## src/rtl/instr_pkg.sv

```systemverilog
// Shared opcodes, operand constants, FSM states and the power-on program
// loaded into the instruction store on reset.
package instr_pkg;

  typedef enum logic [2:0] {
    CLRLD = 3'd0,
    ADDLD = 3'd1,
    ADD   = 3'd2,
    DIV2  = 3'd3,
    DISP  = 3'd4
  } opcode_e;

  typedef enum logic [1:0] {
    IDLE    = 2'd0,
    FETCH   = 2'd1,
    PRESENT = 2'd2,
    HALT    = 2'd3
  } state_e;

  localparam int A = 4;
  localparam int B = 2;

  // Every address beyond the five-entry program holds DISP, so a run can
  // never walk into undefined code.
  function automatic int default_op(input int addr);
    case (addr)
      0:       return int'(CLRLD);
      1:       return int'(ADDLD);
      2:       return int'(ADD);
      3:       return int'(DIV2);
      default: return int'(DISP);
    endcase
  endfunction

  function automatic int default_val(input int addr);
    case (addr)
      0:       return A;
      1:       return B;
      default: return 0;
    endcase
  endfunction

endpackage

```

## src/rtl/instr_fetch.sv

```systemverilog
// Instruction fetch unit: a small writable program store walked by a
// FETCH/PRESENT handshake FSM, halting (or looping) on DISP or the last address.
module instr_fetch
  import instr_pkg::*;
#(
  parameter int ADDR_W = 4,
  parameter int OP_W   = 3,
  parameter int VAL_W  = 4,
  parameter int LOOP   = 0
) (
  input  logic              clk,
  input  logic              rst_n,
  input  logic              start,
  input  logic              wr_en,
  input  logic [ADDR_W-1:0] wr_addr,
  input  logic [OP_W-1:0]   wr_funcao,
  input  logic [VAL_W-1:0]  wr_valor,
  input  logic              instr_ready,
  output logic              instr_valid,
  output logic [OP_W-1:0]   funcao,
  output logic [VAL_W-1:0]  valor,
  output logic [ADDR_W-1:0] pc,
  output logic              busy,
  output logic              done
);

  localparam int                DEPTH     = 2 ** ADDR_W;
  localparam logic [ADDR_W-1:0] LAST_ADDR = {ADDR_W{1'b1}};
  localparam logic [OP_W-1:0]   OP_DISP   = OP_W'(DISP);

  state_e           state;
  logic [OP_W-1:0]  rd_op  [DEPTH];
  logic [VAL_W-1:0] rd_val [DEPTH];
  logic             wr_ok;
  logic             prog_end;

  assign wr_ok    = wr_en && (state == IDLE);
  assign prog_end = (funcao == OP_DISP) || (pc == LAST_ADDR);
  assign busy     = (state != IDLE);

  // One register pair per word so each can reload its own default on reset.
  for (genvar g = 0; g < DEPTH; g++) begin : g_word
    logic [OP_W-1:0]  op_q;
    logic [VAL_W-1:0] val_q;

    always_ff @(posedge clk or negedge rst_n) begin
      if (!rst_n) begin
        op_q  <= OP_W'(default_op(g));
        val_q <= VAL_W'(default_val(g));
      end else if (wr_ok && (wr_addr == ADDR_W'(g))) begin
        op_q  <= wr_funcao;
        val_q <= wr_valor;
      end
    end

    assign rd_op[g]  = op_q;
    assign rd_val[g] = val_q;
  end

  always_ff @(posedge clk or negedge rst_n) begin
    if (!rst_n) begin
      state       <= IDLE;
      pc          <= '0;
      instr_valid <= 1'b0;
      done        <= 1'b0;
      funcao      <= '0;
      valor       <= '0;
    end else begin
      done <= 1'b0;
      case (state)
        IDLE: begin
          if (start) begin
            pc    <= '0;
            state <= FETCH;
          end
        end
        FETCH: begin
          funcao      <= rd_op[pc];
          valor       <= rd_val[pc];
          instr_valid <= 1'b1;
          state       <= PRESENT;
        end
        PRESENT: begin
          if (instr_valid && instr_ready) begin
            instr_valid <= 1'b0;
            if (!prog_end) begin
              pc    <= pc + 1'b1;
              state <= FETCH;
            end else if (LOOP != 0) begin
              pc    <= '0;
              state <= FETCH;
            end else begin
              state <= HALT;
              done  <= 1'b1;
            end
          end
        end
        HALT: state <= IDLE;
        default: state <= IDLE;
      endcase
    end
  end

endmodule
```

## config.mk

```make
export PLATFORM = sky130hd
export DESIGN_NAME = instr_fetch
export DESIGN_NICKNAME = d
export VERILOG_FILES = /design/src/rtl/instr_pkg.sv /design/src/rtl/instr_fetch.sv
export SDC_FILE = /design/constraint.sdc
export NUM_CORES = 1
export LEC_CHECK = 0
export BUFFER_PORTS_ARGS = -buffer_cell sky130_fd_sc_hd__buf_2
export CORE_UTILIZATION = 35
export DETAILED_ROUTE_END_ITERATION = 10
export PLACE_DENSITY = 0.52
export REMOVE_ABC_BUFFERS = 1
export SKIP_CTS_REPAIR_TIMING = 1
export SYNTH_ARGS = -nofsm -noshare
export SYNTH_HDL_FRONTEND = slang
export SYNTH_SLANG_ARGS = --single-unit
export TNS_END_PERCENT = 5
```

## constraint.sdc

```tcl
create_clock -name clk -period 4.7 [get_ports clk]
set_clock_uncertainty 0.05 [all_clocks]
set_input_delay 0.94 -clock clk [delete_from_list [all_inputs] [get_ports clk]]
set_output_delay 0.94 -clock clk [all_outputs]
set_load 0.01 [all_outputs]
```

Yosys cells after proc, flatten, opt, wreduce, memory -nomap -nowiden

Index checks and enable logic that the tools add are counted.

Register bits after elaboration: 127
Bits of input ports: 16
Output and inout port bits: 14

Add/sub/neg operators: 1
Magnitude comparators: 1
Eq/ne operators: 23
Multiplexer cells: 19
Bitwise gates (word level): 1
Reductions and logical operators: 27

Operator list:

| operator                                                  | count |
|---|---|
| == test 4 bit (second input constant)                     | 9 |
| 2-to-1 mux 4 bit                                          | 5 |
| logical AND 1 bit                                         | 18 |
| binary-select mux 4 bit (select 4 bit)                    | 1 |
| == test 4 x 3 -> 1 bit (second input constant)            | 4 |
| binary-select mux 3 bit (select 4 bit)                    | 1 |
| == test 4 x 2 -> 1 bit (second input constant)            | 2 |
| case mux 2 bit (4 select lines)                           | 1 |
| case mux 4 bit (2 select lines)                           | 1 |
| 2-to-1 mux 2 bit                                          | 3 |
| 2-to-1 mux 3 bit                                          | 2 |
| != test 2 bit (second input constant)                     | 3 |
| nonzero test 2 bit                                        | 3 |
| greater-or-equal comparator 5 bit (second input constant) | 1 |
| NOT 4 -> 5 bit                                            | 1 |
| adder 4 x 1 -> 4 bit (second input constant)              | 1 |
| == test 2 bit (second input constant)                     | 2 |
| == test 4 x 1 -> 1 bit (second input constant)            | 1 |
| zero test 4 bit                                           | 1 |
| 2-to-1 mux 1 bit                                          | 4 |
| AND reduction 2 bit                                       | 2 |
| AND reduction 4 bit                                       | 1 |
| == test 3 bit (second input constant)                     | 1 |
| == test 2 x 1 -> 1 bit (second input constant)            | 1 |
| other kinds (3)                                           | 3 |

Depth between registers and ports, before layout

Gate-level depths: netlist of run 1.

Depth in word-level cells: 5
Depth in mapped cells: 7

Worst setup path after synthesis of run 1

OpenSTA, ideal clock, no wires.

Path kind: input-to-reg
From: input port wr_addr[3]
To: register g_word[0].op_q[0]
Arrival: 1.989 ns
Required time: 4.525 ns
Path slack: 2.536 ns
Stages: 5
Path buffers: 1
Cell sequence: nor4b_2 -> nand2b_1 -> buf_6 -> nor3_4 -> mux2_2

Longest elaborated chain between the ends: 2

Ends and longest elaborated chain:

| element              | RTL line          | text |
|---|---|---|
| start, declared      | instr_fetch.sv:15 | `input logic [ADDR_W-1:0] wr_addr,` |
| zero test 4 bit      | instr_fetch.sv:50 | `end else if (wr_ok && (wr_addr == ADDR_W'(g))) begin` |
| logical AND 1 bit    | instr_fetch.sv:50 |  |
| end signal, assigned | instr_fetch.sv:48 | `op_q <= OP_W'(default_op(g));` |
| end signal, assigned | instr_fetch.sv:51 | `op_q <= wr_funcao;` |
| end, declared        | instr_fetch.sv:43 | `logic [OP_W-1:0] op_q;` |

Every way passes these cells.
A chain may end at the register's enable or synchronous reset.

Final worst setup path of run 1

From: register pc[0]
To: output port pc[0]

RTL lines:

| element                | RTL line          | text |
|---|---|---|
| start, declared        | instr_fetch.sv:22 | `output logic [ADDR_W-1:0] pc,` |
| start signal, assigned | instr_fetch.sv:87 | `pc <= pc + 1'b1;` |

No word-level cell between the ends.

==> key figures, run 1 <==
Status
  • Status: finished, final reports clean

Synthesis
  • Mapped Area: 5920 µm²
  • Syn Area/Cell: 14.5 µm²
  • Area contributors post-synth: dfrtp_1, mux2_2, dfstp_2
  • Post-synth cell types: 40
  • Synth warnings: 0
  • Post-synth top area share: 46.1%
  • Synthesized instance count: 409
  • Sequential area share after synthesis: 54.0%
  • Register bit count reported by yosys: 127
  • Top cell type by total area after synthesis: dfrtp_1

CTS
  • Clk slew on worst S/H paths: 0.05 ns
  • Clk Tree Root Cell: clkbuf_16
  • CTS sink count: 127
  • Depth of the CTS H-tree: 4
  • CTS Buf Count: 17
  • Worst-case clock buffer depth: 2
  • Worst skew pair latency: 0.42 ns
  • TritonCTS clock tree: built

Finish
  • Layout cells sized above 1: 51.2%
  • Most common cell after layout, fill and taps aside: mux2_2
  • N_diodes: 0
  • Layout area overhead: 16.3%
  • Fill cells: 1,533
  • Final #Nets: 455
  • Most frequent cells in the layout: mux2_2, dfrtp_1, buf_2, mux2i_1, dfstp_2

Timing
  • Worst slew pin tran: 0.838 ns
  • Slew Limit Headroom: 44.1%
  • Final setup violation count: 0
  • Max-slew violations: 0
  • Max Freq: 355 MHz
  • Tcrit/Tclk final: 59.9%
  • RSZ-0062 raised after global routing: false
  • Fin. Hold Viols: 0
  • Worst hold margin: 0.447 ns
  • Setup_tns: 0 ns
  • Fin crit period: 2.82 ns

Setup path
  • Startpoint Class: register
  • Setup CP Type: register to primary output
  • Crit path arrival time: 1.83 ns
  • Crit-path max FO: 14
  • Setup crit end kind: primary output
  • CP required: 3.71 ns

Floorplan
  • Rows: 47
  • Die span in x: 132 µm
  • Core box area: 16,500 µm²
  • Starting Density: 35.8%
  • Io pins: 30
  • Die Area: 17,400 µm²
  • Chip height: 132 µm

Routing
  • Total Wirelength: 14,200 µm
  • Initial drt markers: 123
  • DR vias/cell: 5.25
  • Drt pass-1 iters: 4
  • Final ANT Viol Nets: 0
  • Via Count: 3,525
  • Drt drc: 0
  • WL/cell: 21.1 µm

Pwr
  • Maximum vdd drop: 0.280 mV
  • Power density over the cells: 698 nW/µm²
  • Leakage: 2.94 nW

Global routing
  • Largest net degree at the start of global routing: 60
  • Number of global-route vias before repair: 3,814
  • GRT overflow: 0
  • Initial antenna violation count: 0
  • First-pass GRT wire length: 22,300 µm
  • GR Util All Layers: 17.6%

Placed design
  • GP Congestion: 0.744
  • Post-DP HPWL: 9480 µm
  • Port Buffers: 29

Job
  • Max-capacitance violation count: 0

Hold path
  • Min-Delay Path Class: register to register
sequential cells by signal, indices dropped and copies added (netlist names):
register      cells
done              1
instr_valid       1
state             2
g_word.val_q     64
funcao            3
pc                4
g_word.op_q      48
valor             4
worst paths after layout:
kind / startpoint / to / slack, ns / cells past startpoint
min reg2reg: g_word[6].val_q[1] / g_word[6].val_q[1] / 0.45 / 1
min in group asynchronous: rst_n / g_word[5].val_q[3] / 0.54 / 1
max: pc[0] / pc[0] / 1.88 / 2
max in group asynchronous: rst_n / g_word[7].val_q[0] / 2.89 / 2
max reg2reg: pc[1] / funcao[2] / 2.21 / 5
min: g_word[6].val_q[1] / g_word[6].val_q[1] / 0.45 / 1
worst max-delay path, cell delays in order, from the launching register on:
cell and delay, ns:
dfrtp_1 0.79, buf_4 0.41, buf_2 0.20
layout make-up:
cell class | instances | area, µm² | share of cell area, %
Clock buffer | 21 | 450 | 6.54
Clock inverter | 11 | 188 | 2.72
Inverter | 5 | 18.8 | 0.272
Multi-Input combinational cell | 254 | 2580 | 37.4
Sequential cell | 127 | 3200 | 46.5
Tap cell | 220 | 275 | 4.00
Timing Repair Buffer | 33 | 178 | 2.58
layer usage:
layer / share of wire (%) / track usage [%]
met5: 0 / 0
met4: 1.5 / 6.40
met3: 4.2 / 4.42
met2: 45 / 25.7
met1: 49 / 25.3
where the power goes:
group / internal (W) / total (W) / switching (W)
clock network: 0.000952 / 0.00142 / 0.000469
registers: 0.00164 / 0.00202 / 0.000380
logic: 0.000766 / 0.00137 / 0.000600
cell usage after synthesis (all sizes together):
library cell  instances
nand3                 3
or2                   1
mux2i                27
o2bb2ai               1
nand2                13
ha                    1
o32ai                 4
dfrtp               109
a22oi                 1
nand4                 1
and4                  1
inv                   5
a31o                  1
o22ai                11
o21ai                 2
buf                  16
mux4                 17
dfstp                18
nor3                  3
nand2b                8
nand4b                1
nor3b                 1
nor2                 15
nor4b                 1
mux2                113
and2                  4
and3                  2
a211oi                6
clkbuf                7
a31oi                 1
a21oi                10
nor2b                 5
metrics by stage:
| stage | instance area [µm²] | utilization, % | power (W) | cells | setup slack, ns |
|---|---|---|---|---|---|
| final | 6890 | 41.7 | 0.00481 | 671 | 1.88 |
| after global routing | 6890 | 41.7 | 0.00507 | 671 | 1.75 |
| after CTS | 6890 | 41.7 | 0.00486 | 671 | 1.82 |
| after detailed placement | 6250 | 37.8 | 0.00342 | 639 | 2.18 |
| after global placement | 6250 | 37.8 | 0.00336 | 639 | 2.22 |
| after floorplan | 5800 | - | 0.00292 | 386 | 2.01 |
cells by family after synthesis:
| family | share of synthesized area [%] |
|---|---|
| buf+inv | 2.45 |
| simple gates | 6.72 |
| mux | 32.5 |
| flops | 54.0 |
| fa+ha+maj | 0.211 |
| compound gates | 4.06 |
No activity file was read; power rests on OpenSTA's default activity.
==> run 2: changes to the inputs <==
Settings changed: ABC_AREA set to 1, PLACE_DENSITY 0.52 to 0.53.
Clock period 4.7 ns to 2.92 ns, I/O delays scaled along.
==> run 2 against run 1 <==
- combinational power fell by 93%
- synthesized cell count rose by 78%
- core utilization rose by 0.54 points
- die area fell by 2.5%
- first-iteration DRC count rose to 3.5 times the previous value
- clock power rose by 58%
- worst setup slack got worse by 1.0 ns
- cell count rose by 45%
- critical path depth rose by 3
- total power fell by 15%
- non-clock buffer count rose by 8
- synthesized area fell by 2.5%
==> key figures, run 2 <==
CTS
  • Worst-case clock buffer depth: 2 (unchanged)
  • CTS Buf Count: 17 (unchanged)
  • Clk Tree Root Cell: clkbuf_16
  • Clk slew on worst S/H paths: 0.05 ns (about the same)
  • CTS sink count: 127 (unchanged)
  • Depth of the CTS H-tree: 4 (unchanged)
  • Worst skew pair latency: 0.42 ns (about the same)
  • TritonCTS clock tree: built

Placed design
  • Post-DP HPWL: 10,300 µm (+9.0%)
  • GP Congestion: 0.811 (+9.0%)
  • Placed Cells incl. Taps: 941 (+47%)
  • Port Buffers: 29 (unchanged)
  • Placed cell area: 6120 µm² (-2.0%)

Pwr
  • Net Switching: 0.000815 W (-44%)
  • Power consumption: 0.00409 W (-15%)
  • Leakage: 3.10 nW (+5.6%)
  • Part of the power in the clock network: 54.7% (+25 points)
  • Comb pwr share: 2.3% (-26 points)
  • Maximum vdd drop: 0.403 mV (+44%)
  • Power density over the cells: 606 nW/µm² (-13%)
  • Reg power frac: 43.1% (+1.0 points)
  • Switching share of power: 19.9% (-10 points)
  • Internal: 0.00328 W (-2.5%)

Setup path
  • Crit-path max FO: 14 (unchanged)
  • CP required: 3.19 ns (-0.52 ns)
  • Setup crit end kind: register
  • R2R Path Start: state[0]
  • Setup CP Type: register to register
  • Crit path arrival time: 2.34 ns (+0.51 ns)
  • R2R depth: 5 (unchanged)
  • Startpoint Class: register
  • Crit path launch: state[0]

Synthesis
  • Top-count cell post-synth: nand2_1
  • Top FF cell, synth: dfrtp_1
  • Top cell type by total area after synthesis: dfrtp_1
  • Count of flip-flops with a built-in enable after synthesis: 0 (unchanged)
  • Syn Area/Cell: 7.94 µm² (-45%)
  • Synth warnings: 0 (unchanged)
  • Sequential area share after synthesis: 55.4% (+1.4 points)
  • Async SR Flop Fraction: 100% (unchanged)
  • Post-synth cell types: 20 (-50%)
  • Register bit count reported by yosys: 127 (unchanged)
  • Post-synth top area share: 47.2% (+1.2 points)
  • Area contributors post-synth: dfrtp_1, nand2_1, o21ai_0
  • Post-synth top cells: nand2_1, o21ai_0, dfrtp_1
  • Synthesized instance count: 727 (+78%)
  • Mapped Area: 5770 µm² (-2.5%)

Routing
  • Post-route met1 wirelength: 7800 µm (+12%)
  • Final ANT Viol Nets: 0 (unchanged)
  • Routed wl met2: 7030 µm (+10%)
  • Top sig layer: met4
  • Initial drt markers: 433 (+250%)
  • Total Wirelength: 15,900 µm (+12%)
  • DR vias/cell: 5.02 (-4.4%)
  • Total length of routed met3 wires: 838 µm (+41%)
  • WL/cell: 16.4 µm (-23%)
  • Drt drc: 0 (unchanged)
  • Drt pass-1 iters: 5 (+1)
  • Via Count: 4,885 (+39%)

Timing
  • Max Freq: 484 MHz
  • Slew Limit Headroom: 47.0% (+2.9 points)
  • Worst slew pin tran: 0.794 ns (-0.0439 ns)
  • Fin crit period: 2.07 ns
  • Setup_tns: 0 ns (unchanged)
  • Fin. Hold Viols: 0 (unchanged)
  • Final setup violation count: 0 (unchanged)
  • Tcrit/Tclk final: 70.7%
  • RSZ-0062 raised after global routing: false
  • Max-slew violations: 0 (unchanged)

Floorplan
  • Die span in x: 130 µm (-1.2%)
  • Chip height: 130 µm (-1.2%)
  • Starting Density: 36.1% (+0.24 points)
  • Io pins: 30 (unchanged)
  • Rows: 46 (-2.1%)
  • Die Area: 17,000 µm² (-2.5%)
  • Core box area: 16,000 µm² (-3.2%)

Finish
  • Layout cells sized above 1: 11.8% (-39 points)
  • Largest Register: g_word.val_q
  • Most frequent cells in the layout: nand2_1, o21ai_0, dfrtp_1, nand3_1, buf_2
  • Most common cell after layout, fill and taps aside: nand2_1
  • Non-filler cells, final: 973 (+45%)
  • Fill cells: 1,630 (+6.3%)
  • Max FFs per register: 64 (unchanged)
  • Largest registers: g_word.val_q (64), g_word.op_q (48)
  • Final instance area: 6760 µm² (-1.9%)
  • N_diodes: 0 (unchanged)
  • Layout area overhead: 17.0%
  • Final #Nets: 761 (+67%)

Global routing
  • First-pass GRT wire length: 25,600 µm (+15%)
  • GRT overflow: 0 (unchanged)
  • Initial antenna violation count: 0 (unchanged)
  • Largest net degree at the start of global routing: 58 (-3.3%)
  • GR Util All Layers: 20.5% (+2.9 points)
  • Number of global-route vias before repair: 4,527 (+19%)

Job
  • Max-capacitance violation count: 0 (unchanged)

Status
  • Status: finished, final reports clean

Hold path
  • Min-Delay Path Class: primary input to async pin
run 2: changes by cell type after synthesis, moves of 7 or more:
cell | previous run | this run
mux2_2 | 113 | 0
nor2_1 | 9 | 16
o21ai_0 | 2 | 116
o22ai_1 | 11 | 0
nand2_1 | 7 | 311
nand4_1 | 1 | 10
inv_1 | 5 | 21
mux2i_1 | 27 | 0
nand3_1 | 1 | 58
mux4_2 | 17 | 0
clkbuf_1 | 7 | 22
nand2b_1 | 8 | 0
run 2: final timing paths:
check	endpoint	slack, ns
setup / recovery	g_word[15].val_q[2]	0.85
hold / removal	g_word[4].val_q[0]	0.19
setup reg to reg	g_word[15].val_q[2]	0.85
hold reg to reg	valor[2]	0.43
max in group asynchronous	g_word[7].op_q[2]	1.72
min in group clk	done	0.37
run 2: per-stage QoR:
step / hold slack, ns / worst slack, ns / util, %
global placement: 0.413 / 0.799 / 38.3
detailed placement: 0.415 / 0.806 / 38.3
CTS: 0.218 / 0.862 / 42.2
global route: 0.246 / 0.640 / 42.2
finish: 0.188 / 0.855 / 42.2
floorplan: 0.238 / 0.0488 / -
run 2: worst max-delay path, cell delays in order (launching register included):
cell and delay, ns:
dfrtp_1 0.38, nor2_1 0.18, nand2_1 0.17, inv_1 0.29, nand4_1 0.54, o21ai_0 0.36
run 2: logic make-up after synthesis:
group                      synth area share (%)
adders and majority gates                 0.217
xor gates and xnor gates                  0.303
and+or+nand+nor                            27.9
buffers and inverters                      4.62
AOI/OAI and AO/OA                          11.5
DFF                                        55.4
run 2: cell type report:
class	count	area, µm²	area share, %
clock inverter	4	95.1	1.41
clock buffer	28	537	7.95
sequential	127	3200	47.4
tap	216	270	4.00
inverter	22	82.6	1.22
multi-input combinational	535	2310	34.1
timing repair buffer	41	263	3.89
run 2: power groups by stage:
stage,Clock (W),Combinational (W),Sequential [W]
final,0.00224,0.0000923,0.00176
after floorplan,0,0.0000185,0.00179
after global routing,0.00236,0.000106,0.00176
after CTS,0.00228,0.0000959,0.00176
after global placement,0,0.0000941,0.00179
after detailed placement,0,0.0000959,0.00179
run 2: routing by layer:
layer | vias to the layer above | global-route usage, %
li1 | 2393 | -
met1 | 2333 | 29.8
met2 | 139 | 30.1
met3 | 20 | 4.64
met4 | 0 | 6.83
met5 | - | 0
